## src/rtl/uart_tx_arbiter_if.sv

```systemverilog
// Byte-producer handshake bundle shared by the requesters and the UART transmitter.
interface uart_tx_arbiter_if #(
  parameter int Requesters = 2
);
  logic [Requesters-1:0]   request;
  logic [8*Requesters-1:0] data;
  logic [Requesters-1:0]   grant;
  logic                    busy;
  logic                    frameDone;
  logic                    tx;

  modport master (output request, output data, input grant, input busy, input frameDone, input tx);
  modport slave  (input request, input data, output grant, output busy, output frameDone, output tx);
endinterface

```

## src/rtl/uart_tx_arbiter.sv

```systemverilog
// Round-robin arbiter feeding one UART transmitter (start, 8 data LSB first, stop bits).
// Define UART_TX_PARITY_EN to insert an even-parity bit between the data and stop bits.
module uart_tx_arbiter #(
  parameter int ClockFrequency = 1000000,
  parameter int BaudRate       = 9600,
  parameter int Requesters     = 2,
  parameter int StopBits       = 1
) (
  input logic              clock,
  input logic              reset,
  uart_tx_arbiter_if.slave bus
);
  localparam int BitTicks  = ClockFrequency / BaudRate;
  localparam int TickWidth = (BitTicks > 1) ? $clog2(BitTicks) : 1;
  localparam int PtrWidth  = (Requesters > 1) ? $clog2(Requesters) : 1;

  typedef enum logic [2:0] {
    IDLE,
    START,
    DATA,
`ifdef UART_TX_PARITY_EN
    PARITY,
`endif
    STOP
  } TxState;

  TxState                state, stateNext;
  logic [TickWidth-1:0]  tick, tickNext, tickInc;
  logic                  lastTick;
  logic [2:0]            bitIndex, bitNext, bitInc;
  logic [7:0]            shiftReg, shiftNext;
  logic [PtrWidth-1:0]   pointer, pointerNext;
  logic                  txReg, txNext;
  logic                  busyReg, busyNext;
  logic [Requesters-1:0] grantReg, grantNext;
  logic                  doneReg, doneNext;
  logic                  anyRequest, wrapFound;
  logic [PtrWidth-1:0]   sel, wrapSel;

  // Prefer the lowest requester at or above the pointer, else wrap to the lowest overall.
  always_comb begin
    anyRequest = 1'b0;
    sel        = '0;
    wrapFound  = 1'b0;
    wrapSel    = '0;
    for (int i = Requesters - 1; i >= 0; i--) begin
      if (bus.request[i]) begin
        wrapFound = 1'b1;
        wrapSel   = PtrWidth'(i);
        if (PtrWidth'(i) >= pointer) begin
          anyRequest = 1'b1;
          sel        = PtrWidth'(i);
        end
      end
    end
    if (!anyRequest) begin
      anyRequest = wrapFound;
      sel        = wrapSel;
    end
  end

  always_ff @(posedge clock or negedge reset) begin
    if (!reset) begin
      state    <= IDLE;
      tick     <= '0;
      bitIndex <= '0;
      shiftReg <= '0;
      pointer  <= '0;
      txReg    <= 1'b1;
      busyReg  <= 1'b0;
      grantReg <= '0;
      doneReg  <= 1'b0;
    end else begin
      state    <= stateNext;
      tick     <= tickNext;
      bitIndex <= bitNext;
      shiftReg <= shiftNext;
      pointer  <= pointerNext;
      txReg    <= txNext;
      busyReg  <= busyNext;
      grantReg <= grantNext;
      doneReg  <= doneNext;
    end
  end

  // Outputs are computed one cycle ahead so every port comes straight from a flop.
  always_comb begin
    stateNext   = state;
    tickNext    = tick;
    bitNext     = bitIndex;
    shiftNext   = shiftReg;
    pointerNext = pointer;
    txNext      = txReg;
    busyNext    = busyReg;
    grantNext   = '0;
    doneNext    = 1'b0;
    lastTick    = (tick == TickWidth'(BitTicks - 1));
    tickInc     = lastTick ? '0 : tick + TickWidth'(1);
    bitInc      = bitIndex + 3'd1;

    case (state)
      IDLE: begin
        txNext   = 1'b1;
        busyNext = 1'b0;
        tickNext = '0;
        bitNext  = '0;
        if (anyRequest) begin
          shiftNext      = bus.data[{sel, 3'b000} +: 8];
          grantNext[sel] = 1'b1;
          txNext         = 1'b0;
          busyNext       = 1'b1;
          stateNext      = START;
          pointerNext    = (sel == PtrWidth'(Requesters - 1)) ? '0 : sel + PtrWidth'(1);
        end
      end
      START: begin
        tickNext = tickInc;
        if (lastTick) begin
          stateNext = DATA;
          bitNext   = '0;
          txNext    = shiftReg[0];
        end
      end
      DATA: begin
        tickNext = tickInc;
        if (lastTick) begin
          if (bitIndex == 3'd7) begin
            bitNext = '0;
`ifdef UART_TX_PARITY_EN
            stateNext = PARITY;
            txNext    = ^shiftReg;
`else
            stateNext = STOP;
            txNext    = 1'b1;
`endif
          end else begin
            bitNext = bitInc;
            txNext  = shiftReg[bitInc];
          end
        end
      end
`ifdef UART_TX_PARITY_EN
      PARITY: begin
        tickNext = tickInc;
        if (lastTick) begin
          stateNext = STOP;
          bitNext   = '0;
          txNext    = 1'b1;
        end
      end
`endif
      STOP: begin
        tickNext = tickInc;
        if (lastTick) begin
          if (bitIndex == 3'(StopBits - 1)) begin
            stateNext = IDLE;
            bitNext   = '0;
            txNext    = 1'b1;
            busyNext  = 1'b0;
            doneNext  = 1'b1;
          end else begin
            bitNext = bitInc;
          end
        end
      end
      default: stateNext = IDLE;
    endcase
  end

  assign bus.tx        = txReg;
  assign bus.busy      = busyReg;
  assign bus.grant     = grantReg;
  assign bus.frameDone = doneReg;
endmodule

```

## src/flat_wrapper.sv

```systemverilog
// flat-port wrapper written by rule: the top's interface ports become plain ports
module uart_tx_arbiter_flat 
#(
  parameter int ClockFrequency = 1000000,
  parameter int BaudRate       = 9600,
  parameter int Requesters     = 2,
  parameter int StopBits       = 1
)
  (clock, reset, bus_request, bus_data, bus_grant, bus_busy, bus_frameDone, bus_tx);
  uart_tx_arbiter_if #(.Requesters(Requesters)) bus_i ();
  input logic clock;
  input logic reset;
  input wire logic [$bits(bus_i.request)-1:0] bus_request;
  input wire logic [$bits(bus_i.data)-1:0] bus_data;
  output wire logic [$bits(bus_i.grant)-1:0] bus_grant;
  output wire logic [$bits(bus_i.busy)-1:0] bus_busy;
  output wire logic [$bits(bus_i.frameDone)-1:0] bus_frameDone;
  output wire logic [$bits(bus_i.tx)-1:0] bus_tx;
  assign bus_i.request = bus_request;
  assign bus_i.data = bus_data;
  assign bus_grant = bus_i.grant;
  assign bus_busy = bus_i.busy;
  assign bus_frameDone = bus_i.frameDone;
  assign bus_tx = bus_i.tx;
  uart_tx_arbiter #(.ClockFrequency(ClockFrequency), .BaudRate(BaudRate), .Requesters(Requesters), .StopBits(StopBits)) u_core (.clock(clock), .reset(reset), .bus(bus_i));
endmodule
```

## config.mk

```make
export PLATFORM = sky130hd
export DESIGN_NAME = uart_tx_arbiter_flat
export DESIGN_NICKNAME = d
export VERILOG_FILES = /design/src/rtl/uart_tx_arbiter_if.sv /design/src/rtl/uart_tx_arbiter.sv /design/src/flat_wrapper.sv
export SDC_FILE = /design/constraint.sdc
export NUM_CORES = 1
export LEC_CHECK = 0
export ABC_AREA = 0
export CAP_MARGIN = 20
export CORE_UTILIZATION = 52
export DETAILED_ROUTE_END_ITERATION = 10
export PLACE_DENSITY = 0.89
export RECOVER_POWER = 50
export SLEW_MARGIN = 40
export SYNTH_ARGS = -nofsm -noshare
export SYNTH_HDL_FRONTEND = slang
export SYNTH_SLANG_ARGS = --single-unit
```

## constraint.sdc

```tcl
create_clock -name clock -period 2.1 [get_ports clock]
set_input_delay 0.42 -clock clock [delete_from_list [all_inputs] [get_ports clock]]
set_output_delay 0.42 -clock clock [all_outputs]
set_load 0.01 [all_outputs]
```

# == Word level (Yosys, flattened, before mapping) ==
# Index checks and enable logic that the tools add are counted.
# word_totals
romBits,0
ff_bits,27
inputBits,20
n_memories,0
ramBits,0
wordCells,88
out_inout_bits,5
latchBits,0
# classes
reduce_logical,12
bitwise_logic,0
magnitude_cmp,5
mux,47
eq_ne,11
n_addsub,3
n_div,0
shift,1
n_mul,0
# ops
operator,n
2-to-1 mux 3 bit,11
2-to-1 mux 1 bit,26
one-hot mux 3 bit (4 select lines),2
variable part select 16 x 5 -> 8 bit,1
one-hot mux 7 bit (2 select lines),1
inequality test 2 x 1 -> 1 bit (second input constant),6
adder 7 x 1 -> 7 bit (second input constant),1
equality test 7 bit (second input constant),1
2-to-1 mux 7 bit,1
equality test 3 x 2 -> 1 bit (second input constant),2
zero test 3 bit,2
AND reduction 6 bit,1
AND reduction 5 bit,1
less-than comparator 3 x 4 -> 1 bit (second input constant),1
2-to-1 mux 2 bit,2
one-hot mux 1 bit (4 select lines),1
AND reduction 4 bit,1
nonzero test 2 bit,2
nonzero test 4 bit,1
adder 3 x 1 -> 3 bit (second input constant),1
binary-select mux 1 bit (select 3 bit),1
equality test 3 x 1 -> 1 bit (second input constant),1
equality test 3 bit (second input constant),1
AND reduction 3 bit,1
other kinds (9),10

# == Logic depth before layout (Yosys ltp) ==
# Gate-level depths: netlist of the first run.
# logic_depth
ltp_word,12
depth_mapped,6

# == Worst setup path before layout of the first run ==
# Ideal clock, no wire load.
# synth_path
path_kind,flip-flop to flip-flop
from,register u_core.state[0]
to,register u_core.state[1]
setup_slack_ps,190
path_stages_with_launch,6
path_buffers,0
required_ps,1975
synth_period_minus_slack_ps,1910
arrival_ps,1785
path_cell_list,dfrtp_1 -> inv_1 -> ha_1 -> or3_4 -> a221o_2 -> mux2_4
# synth_between
elab_chain_len,3
word_cells_on_any_way,12
cone_classes,9 x eq/ne; 1 x mux; 2 x reduce/logical
# synth_rtl
element,line_no,source
from (decl),uart_tx_arbiter.sv:27,"TxState state, stateNext;"
from (signal assigned),uart_tx_arbiter.sv:74,state <= stateNext;
"equality test 3 x 2 -> 1 bit, or another cell as far along",uart_tx_arbiter.sv:101,case (state)
inequality test 2 x 1 -> 1 bit (no source line),-,
AND reduction 6 bit (no source line),-,
# Several ways; a longest one is shown, not always the timed one.
# A chain may end at the register's enable or synchronous reset.

# == Final worst setup path of the first run ==
# Ends and elaborated chain as after synthesis.

==> results of run 1 <==
## per-stage QoR
| step | total power [mW] | hold slack (ns) |
|---|---|---|
| after CTS | 0.838 | 0.430 |
| after floorplan | 0.525 | 0.124 |
| final | 0.828 | 0.497 |
| after global routing | 0.853 | 0.522 |
| after detailed placement | 0.576 | 0.471 |
| after global placement | 0.574 | 0.456 |
## cell usage in the layout, fill, tap and decap left out, types with 2 or more instances in the layout
cell type and count:
sky130_fd_sc_hd__dfrtp_1 25, sky130_fd_sc_hd__clkdlybuf4s50_1 23, sky130_fd_sc_hd__nand2_1 19, sky130_fd_sc_hd__o21ai_0 15, sky130_fd_sc_hd__mux2i_1 11, sky130_fd_sc_hd__inv_1 9, sky130_fd_sc_hd__ha_1 9, sky130_fd_sc_hd__o21ai_1 5
sky130_fd_sc_hd__nor2_1 5, sky130_fd_sc_hd__a21oi_1 5, sky130_fd_sc_hd__buf_4 5, sky130_fd_sc_hd__clkbuf_4 3, sky130_fd_sc_hd__nor2b_1 2, sky130_fd_sc_hd__nand2b_1 2, sky130_fd_sc_hd__o2bb2ai_1 2, sky130_fd_sc_hd__nand3_1 2
sky130_fd_sc_hd__a21o_1 2, sky130_fd_sc_hd__a22o_1 2, sky130_fd_sc_hd__mux4_2 2
## power groups by stage
stage	Sequential, mW	Clock [mW]	Combinational (mW)
detailed placement	0.510	0	0.0661
global placement	0.510	0	0.0637
finish	0.501	0.264	0.0632
floorplan	0.510	0	0.0148
global route	0.501	0.281	0.0704
CTS	0.501	0.271	0.0662
## per-layer routing
layer / vias up / global-route usage [%] / routed length (um)
met1: 538 / 26.4 / 1220
met4: 0 / 11.7 / 57
met5: - / 0 / 0
met2: 51 / 39.6 / 1450
li1: 559 / - / -
met3: 8 / 4.64 / 174
## sequential cells by signal, summed over array words and instances, names as in the netlist
| signal | flops |
|---|---|
| u_core.bus.grant | 2 |
| u_core.bus.tx | 1 |
| u_core.state | 2 |
| u_core.bitIndex | 3 |
| u_core.bus.frameDone | 1 |
| u_core.pointer | 1 |
| u_core.tick | 7 |
| u_core.shiftReg | 8 |
| u_core.bus.busy | 1 |
## worst max path at each step
| stage | to | slack (ns) | cells past startpoint |
|---|---|---|---|
| 6_report | u_core.state[1]$_DFFE_PN0P_ | 0.09 | 5 |
| 5_1_grt | u_core.bus.grant[0]$_DFF_PN0_ | 0.02 | 2 |
| 4_1_cts | u_core.state[1]$_DFFE_PN0P_ | 0.07 | 5 |
| 3_5_place_dp | u_core.state[1]$_DFFE_PN0P_ | 0.1 | 5 |
| 3_3_place_gp | u_core.state[1]$_DFFE_PN0P_ | 0.17 | 5 |
| 2_1_floorplan | u_core.state[1]$_DFFE_PN0P_ | 0.19 | 5 |
## worst register-to-register path: cells and delay by family, from the launching register on
| kind | cells | cell delay, ns |
|---|---|---|
| flip-flops | 1 | 0.45 |
| AO/OA/AOI/OAI | 1 | 0.41 |
| AND/OR/NAND/NOR | 1 | 0.36 |
| multiplexers | 1 | 0.30 |
| adder cells (fa/ha/maj) | 1 | 0.23 |
| buffers and inverters | 1 | 0.16 |
## final cells by class
type | count | area, sq um | area share, %
clock buffer | 4 | 36.3 | 2.01
inverter | 9 | 33.8 | 1.87
multi-input combinational | 102 | 763 | 42.3
sequential | 26 | 652 | 36.1
tap | 30 | 37.5 | 2.08
timing repair buffer | 30 | 282 | 15.6
## cell families after synthesis
logic type	Yosys count	synth area share, %
buf+inv	11	2.92
flops	26	44.8
simple gates	36	12.2
fa+ha+maj	10	8.60
xor+xnor	2	1.20
mux	16	13.2
compound gates	38	17.0
## what timing repair did
item,in CTS,in global routing
endpoints found under the hold margin,0,0
resized for setup,0,1
hold buffers,0,0
endpoints found under the setup margin,0,1
buffers inserted,0,1
==> flow_results.xml, run 1 <==
<?xml version="1.0" encoding="UTF-8"?>
<metrics>
  <group name="outcome">
    <metric name="run_status" unit="">complete, no violations</metric>
  </group>
  <group name="detailed_routing">
    <metric name="drtIter0Drc" unit="">21</metric>
    <metric name="finalWirelength" unit="um">2910</metric>
    <metric name="route.vias.total" unit="">1156</metric>
    <metric name="wire_per_inst" unit="um">14.5</metric>
    <metric name="ant_nets" unit="">0</metric>
    <metric name="drt-vias-per-instance" unit="">5.75</metric>
    <metric name="drt_drc_violations_left" unit="">0</metric>
    <metric name="drtPass1Iterations" unit="">5</metric>
  </group>
  <group name="hold_path">
    <metric name="tightest_hold_check_type" unit="">flop to flop</metric>
    <metric name="min_from" unit="">u_core.shiftReg[4]$_DFFE_PN0P_</metric>
    <metric name="hold_path_depth" unit="">2</metric>
    <metric name="holdPathEnd" unit="">u_core.shiftReg[4]$_DFFE_PN0P_</metric>
  </group>
  <group name="power">
    <metric name="power_frac_clock" unit="%">31.9</metric>
    <metric name="leakage" unit="nW">0.836</metric>
    <metric name="total_switching_power" unit="mW">0.181</metric>
    <metric name="comb_power_share" unit="%">7.6</metric>
    <metric name="power_density" unit="nW/um^2">459</metric>
    <metric name="register_share_of_total_power" unit="%">60.5</metric>
    <metric name="p_int" unit="mW">0.647</metric>
    <metric name="sw_frac_of_total" unit="%">21.9</metric>
    <metric name="peakVddDrop" unit="V">0.000423</metric>
  </group>
  <group name="final_layout">
    <metric name="design_area" unit="sq um">1800</metric>
    <metric name="final_layout_size_suffix_gt1_share" unit="%">11.7</metric>
    <metric name="finalNonFillerCells" unit="">201</metric>
    <metric name="n_fill_cell" unit="">215</metric>
    <metric name="postLayoutCoreUtil" unit="%">70.3</metric>
    <metric name="design.final.nets" unit="">202</metric>
    <metric name="synthToLayoutAreaGrowth" unit="%">24.0</metric>
    <metric name="antenna_cells_inserted" unit="">0</metric>
  </group>
  <group name="logic_synthesis">
    <metric name="synth-async-reset-ratio" unit="%">100</metric>
    <metric name="yosysTopAreaCell" unit="">sky130_fd_sc_hd__dfrtp_1</metric>
    <metric name="synth_most_common_cell" unit="">sky130_fd_sc_hd__dfrtp_1</metric>
    <metric name="dominant_cells_by_area_after_synthesis" unit="">sky130_fd_sc_hd__dfrtp_1, sky130_fd_sc_hd__ha_1, sky130_fd_sc_hd__mux2i_1</metric>
    <metric name="postSynthCellCount" unit="">139</metric>
    <metric name="synth.top_cells.by_count" unit="">sky130_fd_sc_hd__dfrtp_1, sky130_fd_sc_hd__nand2_1, sky130_fd_sc_hd__o21ai_0, sky130_fd_sc_hd__mux2i_1, sky130_fd_sc_hd__ha_1</metric>
    <metric name="dominantRegCellSynth" unit="">sky130_fd_sc_hd__dfrtp_1</metric>
    <metric name="synthesized_nets" unit="">169</metric>
    <metric name="synth.lib_cells_used.distinct" unit="">37</metric>
    <metric name="mappedNetlistArea" unit="sq um">1460</metric>
    <metric name="synth.ff_latch_count" unit="">26</metric>
    <metric name="synth_seq_area_share" unit="%">44.8</metric>
    <metric name="synthesis.yosys.warnings" unit="">0</metric>
    <metric name="syn_area_per_cell" unit="sq um">10.5</metric>
    <metric name="netlist.area_leader.share" unit="%">43.0</metric>
    <metric name="synth_edf_count" unit="">0</metric>
  </group>
  <group name="cts">
    <metric name="clkTransAtPathRegs" unit="ns">0.15</metric>
    <metric name="max-clock-path-buffers" unit="">2</metric>
    <metric name="cts-buffers-inserted" unit="">3</metric>
    <metric name="clk-insertion-delay-late" unit="ns">0.34</metric>
    <metric name="cts_num_sinks" unit="">26</metric>
    <metric name="tritoncts" unit="">built</metric>
    <metric name="htree_levels" unit="">1</metric>
    <metric name="cts_root_buf" unit="">sky130_fd_sc_hd__clkbuf_4</metric>
  </group>
  <group name="timing">
    <metric name="finalClockSkew" unit="ns">0.00943</metric>
    <metric name="tightestPinTransition" unit="ns">1.39</metric>
    <metric name="grt_setup_unrepaired" unit="">no</metric>
    <metric name="timing.setup.tns" unit="ns">0</metric>
    <metric name="finalCritPeriodShare" unit="%">95.7</metric>
    <metric name="final_hold_viols" unit="">0</metric>
    <metric name="final_max_slew_viols" unit="">0</metric>
    <metric name="final.min_clock_period" unit="ns">2.01</metric>
    <metric name="final.setup.worst_slack" unit="ns">0.0909</metric>
    <metric name="clock.fmax" unit="MHz">498</metric>
    <metric name="max-slew-margin-rel" unit="%">7.47</metric>
    <metric name="report.final.setup_viol" unit="">0</metric>
  </group>
  <group name="floorplan">
    <metric name="num_io_pins" unit="">25</metric>
    <metric name="die_w" unit="um">54.9</metric>
    <metric name="dieArea" unit="sq um">3010</metric>
    <metric name="die_h" unit="um">54.9</metric>
    <metric name="floorplan.initialDensity" unit="%">56.7</metric>
    <metric name="placementRows" unit="">18</metric>
    <metric name="placeableCoreArea" unit="sq um">2570</metric>
  </group>
  <group name="grt">
    <metric name="grt_antenna_before_repair" unit="">0</metric>
    <metric name="gr-total-overflow" unit="">0</metric>
    <metric name="grt_pass1_vias" unit="">1083</metric>
    <metric name="largest_net_degree_at_the_start_of_global_routing" unit="">27</metric>
    <metric name="global_route.usage.total" unit="%">22.8</metric>
    <metric name="grt_first_pass_wirelength" unit="um">4690</metric>
  </group>
  <group name="worst_setup_path">
    <metric name="crit_path_end_kind" unit="">flop</metric>
    <metric name="cp_bufs_invs" unit="">1</metric>
    <metric name="crit_start" unit="">u_core.state[0]$_DFFE_PN0P_</metric>
    <metric name="startpoint_type" unit="">flop</metric>
    <metric name="critical_path.slowest_cell" unit="">sky130_fd_sc_hd__dfrtp_1</metric>
    <metric name="required_worst_endpoint" unit="ns">2.35</metric>
    <metric name="r2r-end" unit="">u_core.state[1]$_DFFE_PN0P_</metric>
    <metric name="reg2reg_slack" unit="ns">0.09</metric>
    <metric name="cp_max_fo" unit="">4</metric>
    <metric name="critPathArrivalTime" unit="ns">2.25</metric>
    <metric name="worst_path_largest_cell_delay" unit="ns">0.45</metric>
    <metric name="reg2reg_from" unit="">u_core.state[0]$_DFFE_PN0P_</metric>
    <metric name="crit_chain" unit="">buf_4 -&gt; ha_1 -&gt; or3_4 -&gt; a221o_2 -&gt; mux2_4</metric>
    <metric name="reg2regPathDepth" unit="">5</metric>
    <metric name="cpLargestDelayFamily" unit="">flip-flops</metric>
    <metric name="timing_worst_setup_path_type" unit="">flop to flop</metric>
  </group>
  <group name="placed_design">
    <metric name="placed_cells_incl_taps" unit="">196</metric>
    <metric name="place.gp.congestion" unit="">0.813</metric>
    <metric name="port_buffers" unit="">24</metric>
    <metric name="post_placement_worst_setup_slack" unit="ns">0.0953</metric>
    <metric name="post_dp_cell_area" unit="sq um">1760</metric>
    <metric name="post-dp-hpwl" unit="um">2230</metric>
  </group>
  <group name="job">
    <metric name="max_cap_violations" unit="">0</metric>
  </group>
</metrics>
(Power assumes the default switching activity.)
==> run 2: changes to the inputs <==
==> constraint.sdc (replaced) <==
create_clock -name clock -period 2.1 [get_ports clock]
set_input_delay 0.315 -clock clock [delete_from_list [all_inputs] [get_ports clock]]
set_output_delay 0.315 -clock clock [all_outputs]
set_load 0.01 [all_outputs]
==> flow_results.xml, run 2 (synthesis gave the netlist of run 1 again) <==
<?xml version="1.0" encoding="UTF-8"?>
<metrics>
  <group name="worst_setup_path">
    <metric name="cpLargestDelayFamily" unit="">flip-flops</metric>
    <metric name="cp_max_fo" unit="">5</metric>
    <metric name="critPathArrivalTime" unit="ns">2.22</metric>
    <metric name="timing_worst_setup_path_type" unit="">flop to flop</metric>
    <metric name="worst_path_largest_cell_delay" unit="ns">0.44</metric>
    <metric name="required_worst_endpoint" unit="ns">2.33</metric>
    <metric name="startpoint_type" unit="">flop</metric>
    <metric name="critical_path.slowest_cell" unit="">sky130_fd_sc_hd__dfrtp_1</metric>
    <metric name="crit_chain" unit="">inv_1 -&gt; ha_2 -&gt; or3_4 -&gt; a221o_2 -&gt; mux2_4</metric>
    <metric name="cp_bufs_invs" unit="">1</metric>
    <metric name="crit_path_end_kind" unit="">flop</metric>
  </group>
  <group name="cts">
    <metric name="cts_post_setup_buffers_inserted" unit="">0</metric>
    <metric name="cts-buffers-inserted" unit="">3</metric>
    <metric name="cts_root_buf" unit="">sky130_fd_sc_hd__clkbuf_4</metric>
    <metric name="clkTransAtPathRegs" unit="ns">0.14</metric>
    <metric name="tritoncts" unit="">built</metric>
    <metric name="max-clock-path-buffers" unit="">2</metric>
    <metric name="post_cts_hold_buffer_count" unit="">0</metric>
    <metric name="htree_levels" unit="">1</metric>
    <metric name="cts_num_sinks" unit="">26</metric>
    <metric name="clk-insertion-delay-late" unit="ns">0.32</metric>
  </group>
  <group name="floorplan">
    <metric name="floorplan.initialDensity" unit="%">56.7</metric>
    <metric name="num_io_pins" unit="">25</metric>
    <metric name="dieArea" unit="sq um">3010</metric>
    <metric name="die_w" unit="um">54.9</metric>
    <metric name="placementRows" unit="">18</metric>
    <metric name="die_h" unit="um">54.9</metric>
    <metric name="placeableCoreArea" unit="sq um">2570</metric>
  </group>
  <group name="timing">
    <metric name="final.setup.worst_slack" unit="ns">0.104</metric>
    <metric name="clock.fmax" unit="MHz">501</metric>
    <metric name="finalClockSkew" unit="ns">0.00380</metric>
    <metric name="final_hold_viols" unit="">0</metric>
    <metric name="max-slew-margin-rel" unit="%">8.66</metric>
    <metric name="report.final.setup_viol" unit="">0</metric>
    <metric name="hold_slack" unit="ns">0.498</metric>
    <metric name="timing.setup.tns" unit="ns">0</metric>
    <metric name="final.min_clock_period" unit="ns">2.00</metric>
    <metric name="tightestPinTransition" unit="ns">1.37</metric>
    <metric name="final_max_slew_viols" unit="">0</metric>
    <metric name="grt_setup_unrepaired" unit="">no</metric>
    <metric name="finalCritPeriodShare" unit="%">95.1</metric>
  </group>
  <group name="detailed_routing">
    <metric name="drtIter0Drc" unit="">17</metric>
    <metric name="route.vias.total" unit="">1150</metric>
    <metric name="drt_drc_violations_left" unit="">0</metric>
    <metric name="drt-vias-per-instance" unit="">5.75</metric>
    <metric name="wire_per_inst" unit="um">13.8</metric>
    <metric name="ant_nets" unit="">0</metric>
    <metric name="finalWirelength" unit="um">2770</metric>
    <metric name="drtPass1Iterations" unit="">4</metric>
  </group>
  <group name="final_layout">
    <metric name="antenna_cells_inserted" unit="">0</metric>
    <metric name="most-common-layout-cells" unit="">sky130_fd_sc_hd__dfrtp_1, sky130_fd_sc_hd__clkdlybuf4s50_1, sky130_fd_sc_hd__nand2_1</metric>
    <metric name="layout.cells.most_common" unit="">sky130_fd_sc_hd__dfrtp_1</metric>
    <metric name="design_area" unit="sq um">1790</metric>
    <metric name="finalNonFillerCells" unit="">200</metric>
    <metric name="number_of_flip_flops_in_the_largest_register" unit="">8</metric>
    <metric name="postLayoutCoreUtil" unit="%">69.8</metric>
    <metric name="design.final.nets" unit="">201</metric>
    <metric name="final_layout_size_suffix_gt1_share" unit="%">10.6</metric>
    <metric name="synthToLayoutAreaGrowth" unit="%">23.2</metric>
    <metric name="regMostFlops" unit="">u_core.shiftReg</metric>
    <metric name="regs_by_ff_count" unit="">u_core.shiftReg (8), u_core.tick (7), u_core.bitIndex (3)</metric>
    <metric name="n_fill_cell" unit="">188</metric>
  </group>
  <group name="grt">
    <metric name="grt_pass1_vias" unit="">1088</metric>
    <metric name="gr-total-overflow" unit="">0</metric>
    <metric name="largest_net_degree_at_the_start_of_global_routing" unit="">27</metric>
    <metric name="grt_antenna_before_repair" unit="">0</metric>
    <metric name="global_route.usage.total" unit="%">20.6</metric>
    <metric name="grt_first_pass_wirelength" unit="um">4370</metric>
  </group>
  <group name="hold_path">
    <metric name="tightest_hold_check_type" unit="">flop to flop</metric>
  </group>
  <group name="placed_design">
    <metric name="post-dp-hpwl" unit="um">2140</metric>
    <metric name="port_buffers" unit="">24</metric>
    <metric name="post_placement_worst_setup_slack" unit="ns">0.0862</metric>
    <metric name="place.gp.congestion" unit="">0.798</metric>
    <metric name="post_dp_cell_area" unit="sq um">1760</metric>
    <metric name="placed_cells_incl_taps" unit="">196</metric>
  </group>
  <group name="job">
    <metric name="max_cap_violations" unit="">0</metric>
  </group>
  <group name="power">
    <metric name="leakage" unit="nW">0.829</metric>
    <metric name="fin_total_pwr" unit="mW">0.816</metric>
    <metric name="peakVddDrop" unit="V">0.000299</metric>
    <metric name="power_density" unit="nW/um^2">455</metric>
  </group>
  <group name="outcome">
    <metric name="run_status" unit="">complete, no violations</metric>
  </group>
</metrics>
[run 2: worst register-to-register path: cells and delay by family, from the launching register on]
family | cells | cell delay (ns)
muxes | 1 | 0.30
and+or+nand+nor | 1 | 0.41
DFF | 1 | 0.44
buffers and inverters | 1 | 0.12
adders and majority gates | 1 | 0.23
AOI/OAI and AO/OA | 1 | 0.40
[run 2: layout make-up]
class | instances | area [sq um] | share of cell area [%]
Sequential cell | 26 | 652 | 36.4
Clock buffer | 4 | 36.3 | 2.02
Inverter | 9 | 33.8 | 1.88
Timing Repair Buffer | 29 | 270 | 15.1
Multi-Input combinational cell | 102 | 763 | 42.6
Tap cell | 30 | 37.5 | 2.09
[run 2: layer usage]
metal | wire length (um) | share of wire, % | GRT usage [%] | vias to the layer above
li1 | - | - | - | 556
met1 | 1200 | 43 | 22.9 | 558
met2 | 1410 | 51 | 39.2 | 31
met3 | 114 | 4.1 | 2.46 | 5
met4 | 41 | 1.5 | 8.33 | 0
met5 | 0 | 0 | 0 | -
[run 2: timing repair]
action / CTS / global route
setup endpoints to repair: 0 / 2
hold endpoints to repair: 0 / 0
resized for setup: 0 / 1
[run 2: worst paths after layout]
path / depth (start not counted) / slack, ns / from / to
worst min-delay path: 2 / 0.50 / u_core.shiftReg[2]$_DFFE_PN0P_ / u_core.shiftReg[2]$_DFFE_PN0P_
worst max-delay path: 5 / 0.10 / u_core.state[0]$_DFFE_PN0P_ / u_core.state[1]$_DFFE_PN0P_
max in group asynchronous: 2 / 0.50 / reset / u_core.tick[2]$_DFFE_PN0P_
min in group asynchronous: 2 / 0.81 / reset / u_core.state[1]$_DFFE_PN0P_
worst max register to register: 5 / 0.10 / u_core.state[0]$_DFFE_PN0P_ / u_core.state[1]$_DFFE_PN0P_
worst min register to register: 2 / 0.50 / u_core.shiftReg[2]$_DFFE_PN0P_ / u_core.shiftReg[2]$_DFFE_PN0P_
[run 2: where the power goes]
part / total (mW) / leakage, nW / internal [mW] / switching [mW]
Combinational: 0.0631 / 0.473 / 0.0396 / 0.0234
Sequential: 0.501 / 0.335 / 0.501 / 0
Clock: 0.252 / 0.0210 / 0.106 / 0.146
==> run 3: changes to the inputs <==
- TNS_END_PERCENT: unset -> 20
==> results of run 3 <==
No change in the layout: final DEF, timing and power equal those of run 2.
